$ cat config.mk
export PLATFORM = sky130hd
export DESIGN_NAME = auth_msg_initiator
export DESIGN_NICKNAME = d
export VERILOG_FILES = /design/src/rtl/auth_msg_initiator_pkg.sv /design/src/rtl/auth_msg_initiator_timeout.sv /design/src/rtl/auth_msg_initiator.sv
export SDC_FILE = /design/constraint.sdc
export NUM_CORES = 1
export LEC_CHECK = 0
export ABC_AREA = 1
export ABC_CLOCK_PERIOD_IN_PS = 5000
export BUFFER_PORTS_ARGS = -buffer_cell sky130_fd_sc_hd__buf_2
export CAP_MARGIN = 20
export CORE_ASPECT_RATIO = 0.8
export CORE_MARGIN = 3
export CORE_UTILIZATION = 47
export CTS_CLUSTER_DIAMETER = 80
export CTS_CLUSTER_SIZE = 8
export DETAILED_ROUTE_END_ITERATION = 12
export PLACE_DENSITY = 0.78
export SLEW_MARGIN = 30
export SYNTH_ARGS = -nofsm -noshare
export SYNTH_HDL_FRONTEND = slang
export SYNTH_SLANG_ARGS = --single-unit
export TNS_END_PERCENT = 5
$ cat constraint.sdc
create_clock -name clk -period 5 [get_ports clk]
set_clock_uncertainty 0.15 [all_clocks]
set_input_delay 1 -clock clk [delete_from_list [all_inputs] [get_ports clk]]
set_output_delay 1 -clock clk [all_outputs]
set_load 0.01 [all_outputs]
$ cat src/rtl/auth_msg_initiator_pkg.sv
// Shared types and constants for the authentication message initiator.
// Message width comes from `MSG_LEN (default 64).
`ifndef MSG_LEN
`define MSG_LEN 64
`endif

package auth_msg_initiator_pkg;

  localparam int MSG_LEN = `MSG_LEN;

  localparam logic [7:0] AUTH_VERSION   = 8'h01;
  localparam logic [7:0] TYPE_DIGESTS   = 8'h81;
  localparam logic [7:0] TYPE_CERT      = 8'h82;
  localparam logic [7:0] TYPE_CHALLENGE = 8'h83;

  typedef enum logic [1:0] {
    FLD_NONE      = 2'b00,
    FLD_DIGESTS   = 2'b01,
    FLD_CERT      = 2'b10,
    FLD_CHALLENGE = 2'b11
  } field_e;

  typedef enum logic [2:0] {
    S_IDLE,
    S_DECODE,
    S_SEND,
    S_WAIT_RESP,
    S_CHECK,
    S_DONE,
    S_ERROR
  } state_e;

  function automatic logic [7:0] req_type(
    input logic [1:0] code
  );
    logic [7:0] t;
    t = 8'h00;
    case (code)
      FLD_DIGESTS:   t = TYPE_DIGESTS;
      FLD_CERT:      t = TYPE_CERT;
      FLD_CHALLENGE: t = TYPE_CHALLENGE;
      default:       t = 8'h00;
    endcase
    return t;
  endfunction

  // {version, type, field index, chunk index, zero padding}
  function automatic logic [MSG_LEN-1:0] build_msg(
    input logic [7:0] ty,
    input logic [1:0] idx,
    input logic [7:0] chunk
  );
    logic [MSG_LEN-1:0] m;
    m = '0;
    m[MSG_LEN-1 -: 32] = {AUTH_VERSION, ty, 6'd0, idx, chunk};
    return m;
  endfunction

endpackage

$ cat src/rtl/auth_msg_initiator_timeout.sv
// auth_timeout_counter: counts enabled cycles since the last load.
// Ports: clk, reset, load, enable in; expired out (LIMIT cycles reached).
module auth_timeout_counter #(
  parameter int LIMIT = 1024
) (
  input  logic clk,
  input  logic reset,
  input  logic load,
  input  logic enable,
  output logic expired
);

  logic [15:0] cnt;

  // Counter value k during the k-th cycle after load; the last allowed
  // cycle is LIMIT-1, so expired lets the FSM leave after LIMIT cycles.
  assign expired = enable && (cnt == 16'(LIMIT - 1));

  always_ff @(posedge clk or posedge reset) begin
    if (reset) begin
      cnt <= '0;
    end else if (load) begin
      cnt <= '0;
    end else if (enable && !expired) begin
      cnt <= cnt + 16'd1;
    end
  end

endmodule

$ cat src/rtl/auth_msg_initiator.sv
// Serves 2-bit request fields from PD (and DEBUG with AUTH_DEBUG_PORT_EN)
// as host request messages; checks response headers; pulses erase/ready.
// Ports: source ready/byte/erase/ready, auth_msg_* to host, resp_* pop,
// auth_resp_* result, sticky auth_error.
module auth_msg_initiator
  import auth_msg_initiator_pkg::*;
#(
  parameter int TIMEOUT_CYCLES = 1024,
  parameter int CERT_CHUNKS    = 6
) (
  input  logic               clk,
  input  logic               reset,
  input  logic               PD_msg_ready,
  input  logic               DEBUG_msg_ready,
  input  logic [7:0]         pending_auth_request_PD,
  input  logic [7:0]         pending_auth_request_DEBUG,
  output logic               pending_auth_request_PD_erase,
  output logic               pending_auth_request_DEBUG_erase,
  output logic               PD_ready,
  output logic               DEBUG_ready,
  output logic [MSG_LEN-1:0] auth_msg_out,
  output logic               auth_msg_ready,
  input  logic               Ack_in_driver,
  input  logic               resp_req_in,
  output logic               resp_req_out,
  input  logic [MSG_LEN-1:0] auth_msg_in,
  output logic [MSG_LEN-1:0] auth_resp_data,
  output logic               auth_resp_valid,
  output logic               auth_error
);

  state_e     state, next_state;
  logic [7:0] req_byte;
  logic       src_dbg;
  logic [1:0] fld_idx;
  logic [7:0] chunk;
  logic       err_q;

  logic       pd_req, dbg_req;
  logic       found;
  logic [1:0] found_idx;
  logic [1:0] cur_code;
  logic [7:0] cur_type;
  logic       hdr_ok;
  logic       more;
  logic       expired;
  logic       tmr_load, tmr_en;

  assign pd_req = PD_msg_ready;
`ifdef AUTH_DEBUG_PORT_EN
  assign dbg_req = DEBUG_msg_ready;
`else
  logic unused_dbg;
  assign unused_dbg = ^{DEBUG_msg_ready, pending_auth_request_DEBUG};
  assign dbg_req    = 1'b0;
`endif

  // Lowest-index nonzero field wins: scan high to low, last hit sticks.
  always_comb begin
    found     = 1'b0;
    found_idx = 2'd0;
    for (int i = 3; i >= 0; i--) begin
      if (req_byte[2*i +: 2] != 2'b00) begin
        found     = 1'b1;
        found_idx = 2'(i);
      end
    end
  end

  assign cur_code = req_byte[2*fld_idx +: 2];
  assign cur_type = req_type(cur_code);
  assign hdr_ok   = auth_resp_data[MSG_LEN-1 -: 16] == {AUTH_VERSION, cur_type};
  assign more     = (cur_code == FLD_CERT) && (chunk < 8'(CERT_CHUNKS - 1));

  always_comb begin
    next_state = state;
    unique case (state)
      S_IDLE:
        if (pd_req || dbg_req) next_state = S_DECODE;
      S_DECODE:
        next_state = found ? S_SEND : S_DONE;
      S_SEND:
        if (Ack_in_driver) next_state = S_WAIT_RESP;
        else if (expired)  next_state = S_ERROR;
      S_WAIT_RESP:
        if (resp_req_in)  next_state = S_CHECK;
        else if (expired) next_state = S_ERROR;
      S_CHECK:
        if (!hdr_ok)   next_state = S_ERROR;
        else if (more) next_state = S_SEND;
        else           next_state = S_DECODE;
      S_DONE:  next_state = S_IDLE;
      S_ERROR: next_state = S_IDLE;
      default: next_state = S_IDLE;
    endcase
  end

  assign tmr_en   = (state == S_SEND) || (state == S_WAIT_RESP);
  assign tmr_load = ((next_state == S_SEND) && (state != S_SEND)) ||
                    ((next_state == S_WAIT_RESP) && (state != S_WAIT_RESP));

  auth_timeout_counter #(
    .LIMIT(TIMEOUT_CYCLES)
  ) u_tmr (
    .clk    (clk),
    .reset  (reset),
    .load   (tmr_load),
    .enable (tmr_en),
    .expired(expired)
  );

  always_ff @(posedge clk or posedge reset) begin
    if (reset) begin
      state          <= S_IDLE;
      req_byte       <= '0;
      src_dbg        <= 1'b0;
      fld_idx        <= '0;
      chunk          <= '0;
      err_q          <= 1'b0;
      auth_msg_out   <= '0;
      auth_resp_data <= '0;
    end else begin
      state <= next_state;
      if (next_state == S_ERROR) err_q <= 1'b0 | 1'b1;
      unique case (state)
        S_IDLE:
          if (pd_req) begin
            req_byte <= pending_auth_request_PD;
            src_dbg  <= 1'b0;
            err_q    <= 1'b0;
          end else if (dbg_req) begin
            req_byte <= pending_auth_request_DEBUG;
            src_dbg  <= 1'b1;
            err_q    <= 1'b0;
          end
        S_DECODE:
          if (found) begin
            fld_idx      <= found_idx;
            chunk        <= 8'd0;
            auth_msg_out <= build_msg(req_type(req_byte[2*found_idx +: 2]),
                                      found_idx, 8'd0);
          end
        S_WAIT_RESP:
          if (resp_req_in) auth_resp_data <= auth_msg_in;
        S_CHECK:
          if (hdr_ok && more) begin
            chunk        <= chunk + 8'd1;
            auth_msg_out <= build_msg(cur_type, fld_idx, chunk + 8'd1);
          end else if (hdr_ok) begin
            req_byte[2*fld_idx +: 2] <= 2'b00;
          end
        default: ;
      endcase
    end
  end

  assign auth_msg_ready  = (state == S_SEND);
  assign resp_req_out    = (state == S_WAIT_RESP) && resp_req_in;
  assign auth_resp_valid = (state == S_CHECK) && hdr_ok;
  assign auth_error      = err_q;

  assign PD_ready = (state == S_DONE) && !src_dbg;
  assign pending_auth_request_PD_erase =
    ((state == S_DONE) || (state == S_ERROR)) && !src_dbg;

`ifdef AUTH_DEBUG_PORT_EN
  assign DEBUG_ready = (state == S_DONE) && src_dbg;
  assign pending_auth_request_DEBUG_erase =
    ((state == S_DONE) || (state == S_ERROR)) && src_dbg;
`else
  assign DEBUG_ready = 1'b0;
  assign pending_auth_request_DEBUG_erase = 1'b0;
`endif

endmodule

Word level (Yosys, flattened, before mapping). Cells that the tools add are included.

Bits in registers: 166. Input bits: 86. Output and inout bits: 136. Logic and storage cells: 98.

Add/subtract/negate cells: 3. $lt $le $gt $ge: 1. Equal/unequal tests: 24. Shift operators: 4. Multiplexer cells: 34. Reduce and logical (&&, ||, !) cells: 24.

Operators by type and width (number): $mux W64 (2); $pmux W64 S2 (1); $pmux W8 S3 (2); $mux W8 (5); $neg A3 Y34 (1); $shift A2 B34 Y8 const A (1); $shiftx A2 B34 Y8 const A (1); $mux W16 (2); $pmux W8 S2 (2); $mux W3 (6); $add A16 B1 Y16 const B (1); $eq A16 B10 Y1 const B (1); $eq A16 B9 Y1 (1); $shiftx A8 B4 Y2 (2); $pmux W3 S5 (1); $reduce_bool A2 Y1 (7); $eq A3 B2 Y1 const B (4); $eq A3 B3 Y1 const B (4); $mux W2 (5); $ne A2 B2 Y1 const B (5); $add A8 B1 Y8 const B (1); $bwmux W8 (1); $eq A2 B2 Y1 const B (4); $logic_and A1 B1 Y1 (8); 11 further kinds (22).

Logic depth before layout (Yosys ltp). Gate-level depths: netlist (run 1).

Word-level depth: 11. Mapped depth: 15. Depth with buffers taken out: 13.

By module. Synthesis (run 1) repeated with hierarchy kept, for this count alone.

Cell total of the unflattened synthesis: 762. Area total of the unflattened synthesis: 5726.7 um2.

By module, submodules not included: auth_msg_initiator (instances 1, cells each 598, area an instance 4621.9 um2, seq. area each 2302.2 um2); auth_timeout_counter (instances 1, cells each 164, area an instance 1104.8 um2, seq. area each 400.4 um2).

Worst setup path after synthesis (run 1). Ideal clock, no wire load.

Kind: input to output. Start: input port resp_req_in. End: output port resp_req_out. Arrival time: 1.526 ns. Data required time: 3.850 ns. Path slack: 2.324 ns. Cell stages on the path: 3. Path buffers: 1. Path through: nand2_1 > inv_2 > clkbuf_1.

Word-level cells in the longest chain between the ends: 1.

RTL lines: from (decl) (line auth_msg_initiator.sv:24) `input logic resp_req_in,`; $logic_and A1 B1 Y1 (line auth_msg_initiator.sv:158) `assign resp_req_out = (state == S_WAIT_RESP) && resp_req_in;`; to (decl) (line auth_msg_initiator.sv:25) `output logic resp_req_out,`.

Every way passes these cells.

Worst setup path after layout (run 1).
Start: register state[0]. End: output port auth_resp_valid.

Word-level cells in the longest chain between the ends: 2.

RTL lines: from (decl) (line auth_msg_initiator.sv:32) `state_e state, next_state;`; from (signal assigned) (line auth_msg_initiator.sv:123) `state <= next_state;`; $eq A3 B3 Y1 (line auth_msg_initiator.sv:159) `assign auth_resp_valid = (state == S_CHECK) && hdr_ok;`; $logic_and A1 B1 Y1 (line auth_msg_initiator.sv:159); to (decl) (line auth_msg_initiator.sv:28) `output logic auth_resp_valid,`.

Every way passes these cells.

==> key figures, run 1 <==
Outcome
  • Outcome: finished clean

Timing
  • Ratio of final minimum period to clock period: 0.680
  • Unrepaired setup endpoints after global routing: no
  • Maximum clock rate: 294 MHz
  • Number of setup violations in the final report: 0
  • Slew at the pin closest to its max-slew limit: 0.706 ns
  • Headroom to the max-slew limit: 0.529
  • Final hold viol count: 0
  • Minimum clock period after layout: 3.40 ns
  • Total Negative Setup Slacks: 0 ns
  • Slew Viols, Final: 0
  • Final worst hold slack: 0.316 ns
  • Final worst setup slack: 1.60 ns

CTS
  • Number of buffers inserted during clock tree synthesis: 9
  • Max Root-Sink Buffers: 2
  • Number of levels the H-tree was split into: 3
  • Clock latency at the later pin of the worst-skew pair: 0.36 ns
  • Root buffer selected by CTS: sky130_fd_sc_hd__clkbuf_16
  • CTS resizes: 0
  • Hold-fix buffer count after cts: 0
  • Post-CTS setup buffers: 0
  • CTS tree: yes
  • CTS clk-pin slew, worst paths: 0.08 ns
  • Clock Sinks: 108

Detailed routing
  • Per-cell routed wire length: 12.9 um
  • DRC errors left: 0
  • Via count: 4507
  • Iteration-0 DRC Markers: 220
  • Final routed wirelength across all metal layers: 12.6 mm
  • First-pass detailed-route iteration total: 4
  • Post-route antenna net violation count: 0
  • Via-per-instance ratio: 4.63

Worst setup path
  • Slowest Stage Delay on Critical Path: 0.44 ns
  • Worst setup EP type: output port
  • Cell Chain, Critical Path: nor2_1 -> inv_1 -> nor2_2 -> clkinv_1 -> nor3_1 -> buf_2
  • Largest fanout of any net on the critical path: 10
  • Required time at the endpoint of the critical path: 3.85 ns
  • Master of the slowest instance on the critical path: sky130_fd_sc_hd__dfrtp_1
  • Startpoint class of the critical path: flop
  • Data arrival time of the critical path: 2.25 ns
  • Crit path kind: reg2out

Die
  • Num ports: 222
  • Total Die Area: 0.0127 mm2
  • Chip Height: 101 um
  • Row cnt: 34
  • Core Footprint: 0.0110 mm2
  • Chip Width: 125 um
  • Initial core utilization: 0.488

Logic synthesis
  • Fraction of the mapped netlist area in adder cells: 0.00701
  • Syn Inst Count: 668
  • Seq/Total Area, Yosys: 0.505
  • Count of flip-flops with a built-in enable after synthesis: 0
  • Most frequent cells after synthesis: sky130_fd_sc_hd__nand2_1 (258), sky130_fd_sc_hd__dfrtp_1 (108), sky130_fd_sc_hd__buf_4 (54), sky130_fd_sc_hd__nor2_1 (51), sky130_fd_sc_hd__inv_1 (42)
  • Dominant combinational cell family by area after synthesis: simple AND/OR/NAND/NOR gates
  • Number of distinct library cells after synthesis: 35
  • Most common cell in the netlist: sky130_fd_sc_hd__nand2_1
  • Largest cells by area after synthesis: sky130_fd_sc_hd__dfrtp_1 (50%), sky130_fd_sc_hd__nand2_1 (18%), sky130_fd_sc_hd__buf_4 (7.6%)
  • Area leader, netlist: sky130_fd_sc_hd__dfrtp_1
  • Fraction of post-synthesis cell area in the top cell type by area: 0.505
  • Mean area per synthesized cell: 8.01 um2
  • Flops & latches, synth: 108
  • Synth Flop Type: sky130_fd_sc_hd__dfrtp_1
  • Post-Synthesis Cell Area: 0.00535 mm2
  • Portion of netlist area occupied by mux cells: 0
  • Count of yosys warnings during synthesis: 0
  • Area share of xor/xnor cells in the synthesized design: 0.0180
  • Proportion of synthesized flip-flops having asynchronous set or reset: 1.00
  • Post-synthesis compound-gate area fraction: 0.0453
  • Fraction of the mapped netlist area in simple logic gates: 0.298

GRT
  • Pin count of the biggest net entering global routing: 80
  • Global-route wire length before repair: 20.1 mm
  • Total global-route track usage: 0.196
  • Initial antenna violation count: 0
  • Total congestion overflow after global routing: 0
  • Number of global-route vias before repair: 4103

Final layout
  • Growth of design area from synthesis to finish: 19.0%
  • Final non-filler cell area: 0.00637 mm2
  • Fraction of final layout cells sized beyond drive strength 1: 0.256
  • Nets: 913
  • Fill count: 1034
  • Antenna diode count: 0

Power
  • Share of total power in the clock network: 0.204
  • Gate power share: 0.395
  • Part of the total power dissipated in sequential elements: 0.401
  • Switching share of power: 0.423
  • Switching component of the power: 1.51 mW
  • Power density relative to cell area: 559 mW/mm2
  • Lkg Pwr: 3.55 nW
  • Internal power consumption: 2.06 mW
  • Worst vdd rail ir drop: 0.322 mV

Placement
  • Cell Area, Placed: 0.00607 mm2
  • Worst slack after detailed placement: 2.04 ns
  • RD Place Congestion: 0.897
  • HPWL after detailed placement: 9.27 mm
  • Quantity of I/O buffers inserted on ports: 160

Run
  • Maximum capacitance violations: 0

Hold path
  • Hold Path Class: reg2reg
## layout by cell type, fill, tap and decap left out, drive strengths merged, types with 3 or more instances in the layout
cell type,n
ha,3
clkbuf,10
or2,3
dfrtp,108
xnor2,4
nor3b,4
xor2,7
nand4,9
a21oi,12
nor3,10
nor2,66
nand2,262
inv,53
clkinv,3
buf,163
o21ai,32
nand3,23
conb,52
## metrics by stage
| stage | cells | total power, mW | utilization |
|---|---|---|---|
| 2_1_floorplan | 719 | 2.38 | - |
| 3_3_place_gp | 957 | 2.82 | 0.553 |
| 3_5_place_dp | 957 | 2.85 | 0.553 |
| 4_1_cts | 973 | 3.59 | 0.580 |
| 5_1_grt | 973 | 3.85 | 0.580 |
| 6_report | 973 | 3.56 | 0.580 |
## worst max-delay path: cells and delay by family (launching register included)
kind,cells,cell delay [ns]
flip-flops,1,0.44
AND/OR/NAND/NOR,3,0.83
buffers and inverters,3,0.63
## registers in the layout, summed over array words and instances, names as in the netlist
| signal | count |
|---|---|
| auth_error | 1 |
| auth_msg_out | 7 |
| auth_resp_data | 64 |
| chunk | 7 |
| fld_idx | 2 |
| req_byte | 8 |
| state | 3 |
| u_tmr.cnt | 16 |
## power by group through the flow
stage	clock network (mW)	logic, mW	registers [mW]
2_1_floorplan	0	0.856	1.52
3_3_place_gp	0	1.39	1.44
3_5_place_dp	0	1.43	1.43
4_1_cts	0.743	1.42	1.43
5_1_grt	0.777	1.60	1.47
6_report	0.728	1.41	1.43
## layer usage
| metal | global-route usage | wire length (um) |
|---|---|---|
| met1 | 0.263 | 5620 |
| met2 | 0.311 | 5920 |
| met3 | 0.0622 | 893 |
| met4 | 0.0508 | 144 |
| met5 | 0 | 0 |
## final timing paths
path,start,to,slack [ns],cells past startpoint
min in group asynchronous,reset,auth_resp_data[1]$_DFFE_PP0P_,0.62,2
max in group asynchronous,reset,auth_resp_data[45]$_DFFE_PP0P_,3.22,3
hold reg to reg,auth_msg_out[55]$_DFFE_PP0P_,auth_msg_out[55]$_DFFE_PP0P_,0.32,1
hold / removal,auth_msg_out[55]$_DFFE_PP0P_,auth_msg_out[55]$_DFFE_PP0P_,0.32,1
setup reg to reg,fld_idx[0]$_DFFE_PP0P_,u_tmr.cnt[10]$_DFFE_PP0P_,2.61,11
setup / recovery,state[0]$_DFF_PP0_,auth_resp_valid,1.60,6
## cell type report
| class | count | area (um2) | share of cell area |
|---|---|---|---|
| clock inverters | 6 | 60.1 | 0.00943 |
| clock buffers | 10 | 239 | 0.0375 |
| inverters | 50 | 195 | 0.0306 |
| multi-input cells | 492 | 2170 | 0.341 |
| repair buffers | 163 | 823 | 0.129 |
| well taps | 144 | 180 | 0.0283 |
| flip-flops and latches | 108 | 2700 | 0.424 |
## kinds of logic after synthesis
logic type | after synthesis
other cells | 1
buf+inv | 119
simple gates | 379
compound gates | 47
xor+xnor | 11
fa+ha+maj | 3
flops | 108
Power figures use the tool's default switching activity.
==> run 2: changes to the inputs <==
- ABC_CLOCK_PERIOD_IN_PS: 5000 -> 3000
- CORE_UTILIZATION: 47 -> 44
- PLACE_DENSITY: 0.78 -> 0.77
- clock period: 5 -> 3 ns (I/O delays scaled with it)
==> run 2 against run 1 <==
  * First-iteration DRC count increased by 34%
  * Worst hold slack got worse by 0.18 ns
  * Final cell count increased by 0.72%
  * Register-to-register slack got worse by 1.8 ns
  * Clock power increased by 63%
  * Total power increased by 67%
  * Sequential share of layout area decreased by 0.25 points
  * Core utilization decreased by 3.2 points
==> key figures, run 2 (same netlist as run 1, synthesis figures left out) <==
Detailed routing
  • Routed wire length on met2: 5.93 mm (+0.30%)
  • Highest routing layer actually used: met5
  • Met1 wire length: 5.78 mm (+2.8%)
  • WL met3: 1.04 mm (+16%)
  • Final routed wirelength across all metal layers: 12.9 mm (+2.5%)
  • Via count: 4526 (+0.42%)
  • Iteration-0 DRC Markers: 294 (+34%)
  • Post-route antenna net violation count: 0 (unchanged)
  • Via-per-instance ratio: 4.62 (-0.30%)
  • Per-cell routed wire length: 13.2 um (+1.8%)
  • DRC errors left: 0 (unchanged)
  • First-pass detailed-route iteration total: 5 (+1)

Hold path
  • Hold Path Class: in2async

Worst setup path
  • Data arrival time of the critical path: 2.05 ns (-0.20 ns)
  • Worst reg2reg path startpoint: fld_idx[0]$_DFFE_PP0P_
  • Largest fanout of any net on the critical path: 10 (unchanged)
  • Worst r2r path cells: 13 (+2)
  • Startpoint class of the critical path: flop
  • Required time at the endpoint of the critical path: 2.25 ns (-1.60 ns)
  • Worst setup EP type: output port
  • CP Capture Point: auth_resp_valid
  • Flop2flop setup slack: 0.77 ns (-1.84 ns)
  • Crit path kind: reg2out
  • Crit path from: state[1]$_DFF_PP0_
  • Worst R2R End: u_tmr.cnt[3]$_DFFE_PP0P_

Die
  • Total Die Area: 0.0135 mm2 (+6.5%)
  • Num ports: 222 (unchanged)
  • Core Footprint: 0.0117 mm2 (+6.5%)
  • Chip Height: 105 um (+3.2%)
  • Chip Width: 129 um (+3.2%)
  • Row cnt: 35 (+2.9%)
  • Initial core utilization: 0.458 (-0.0299)

CTS
  • Number of levels the H-tree was split into: 3 (unchanged)
  • Root buffer selected by CTS: sky130_fd_sc_hd__clkbuf_16
  • Post-CTS setup buffers: 0 (unchanged)
  • CTS clk-pin slew, worst paths: 0.08 ns (about the same)
  • Number of buffers inserted during clock tree synthesis: 9 (unchanged)
  • CTS resizes: 0 (unchanged)
  • Clock latency at the later pin of the worst-skew pair: 0.35 ns (about the same)
  • Max Root-Sink Buffers: 2 (unchanged)
  • Hold-fix buffer count after cts: 0 (unchanged)
  • CTS tree: yes
  • Clock Sinks: 108 (unchanged)

Final layout
  • Count of non-filler cells in the finished layout: 980 (+0.72%)
  • Antenna diode count: 0 (unchanged)
  • Most common cell after layout, fill and taps aside: sky130_fd_sc_hd__nand2_1
  • Nets: 916 (+0.33%)
  • Reg with most FFs: auth_resp_data
  • Max reg flops: 64 (unchanged)
  • Top flop regs: auth_resp_data: 64 flops, u_tmr.cnt: 16 flops, req_byte: 8 flops
  • Most frequent cells in the layout: sky130_fd_sc_hd__nand2_1 (257), sky130_fd_sc_hd__buf_2 (160), sky130_fd_sc_hd__dfrtp_1 (106)
  • Fill count: 1124 (+8.7%)
  • Growth of design area from synthesis to finish: 19.8%
  • Fraction of final layout cells sized beyond drive strength 1: 0.261 (+0.00509)
  • Final core area utilization: 0.549 (-0.0318)

Placement
  • Quantity of I/O buffers inserted on ports: 160 (unchanged)
  • Worst slack after detailed placement: 0.509 ns (-1.53 ns)
  • RD Place Congestion: 0.881 (-1.8%)
  • Cells after DPL: 964 (+0.73%)
  • HPWL after detailed placement: 9.52 mm (+2.7%)

GRT
  • Pin count of the biggest net entering global routing: 71 (-11%)
  • Total global-route track usage: 0.191 (-0.00439)
  • Number of global-route vias before repair: 4276 (+4.2%)
  • Global-route wire length before repair: 21.0 mm (+4.5%)
  • Initial antenna violation count: 1 (+1)
  • Total congestion overflow after global routing: 0 (unchanged)

Timing
  • Number of setup violations in the final report: 0 (unchanged)
  • Minimum clock period after layout: 2.80 ns
  • Maximum clock rate: 357 MHz
  • Ratio of final minimum period to clock period: 0.933
  • Slew at the pin closest to its max-slew limit: 0.686 ns (-0.0197 ns)
  • Total Negative Setup Slacks: 0 ns (unchanged)
  • Slew Viols, Final: 0 (unchanged)
  • Final hold viol count: 0 (unchanged)
  • Unrepaired setup endpoints after global routing: no
  • Headroom to the max-slew limit: 0.543 (+0.0132)
  • Final worst setup slack: 0.202 ns (-1.40 ns)

Run
  • Maximum capacitance violations: 0 (unchanged)

Power
  • Power density relative to cell area: 927 mW/mm2 (+66%)
  • Lkg Pwr: 3.57 nW (+0.34%)
  • Worst vdd rail ir drop: 0.449 mV (+40%)

Outcome
  • Outcome: finished clean
==> run 2: metal layers <==
metal / up-vias / global-route usage
li1: 2281 / -
met1: 2077 / 0.269
met2: 153 / 0.293
met3: 13 / 0.0608
met4: 2 / 0.0375
met5: - / 0
==> run 2: worst min path at each step <==
stage / endpoint / slack (ns) / cells after the start
after floorplan: u_tmr.cnt[7]$_DFFE_PP0P_ / 0.36 / 2
after global placement: auth_msg_out[56]$_DFFE_PP0P_ / 0.30 / 1
after detailed placement: auth_resp_data[44]$_DFFE_PP0P_ / 0.31 / 2
after CTS: auth_resp_data[45]$_DFFE_PP0P_ / 0.15 / 2
after global routing: auth_resp_data[39]$_DFFE_PP0P_ / 0.17 / 2
final: auth_resp_data[39]$_DFFE_PP0P_ / 0.14 / 2
==> run 2: critical path, stage by stage (launching register included) <==
cell                       delay (ns)
sky130_fd_sc_hd__dfrtp_1         0.44
sky130_fd_sc_hd__nor2_1          0.20
sky130_fd_sc_hd__inv_1           0.09
sky130_fd_sc_hd__nor2_2          0.11
sky130_fd_sc_hd__clkinv_1        0.26
sky130_fd_sc_hd__nor3_1          0.40
sky130_fd_sc_hd__buf_2           0.20
==> run 2: cell type report <==
type                    instances  area, um2  share of cell area
repair buffers                166        858               0.134
inverters                      50        194              0.0302
well taps                     148        185              0.0289
flip-flops and latches        108       2710               0.422
clock buffers                  10        239              0.0373
clock inverters                 6       62.6             0.00975
multi-input cells             492       2170               0.338
==> run 2: where the power goes <==
part	internal (mW)	switching, mW	total (mW)	leakage [nW]
sequential	1.98	0.415	2.40	1.38
clock	0.611	0.581	1.19	0.149
combinational	0.845	1.51	2.35	2.04
total	3.44	2.51	5.94	3.57
==> run 2: per-stage QoR <==
step	hold slack, ns	total power, mW	area, um2
6_report	0.135	5.94	6410
4_1_cts	0.149	6.00	6410
2_1_floorplan	0.357	3.96	5550
3_5_place_dp	0.311	4.79	6110
5_1_grt	0.169	6.45	6410
3_3_place_gp	0.301	4.72	6110
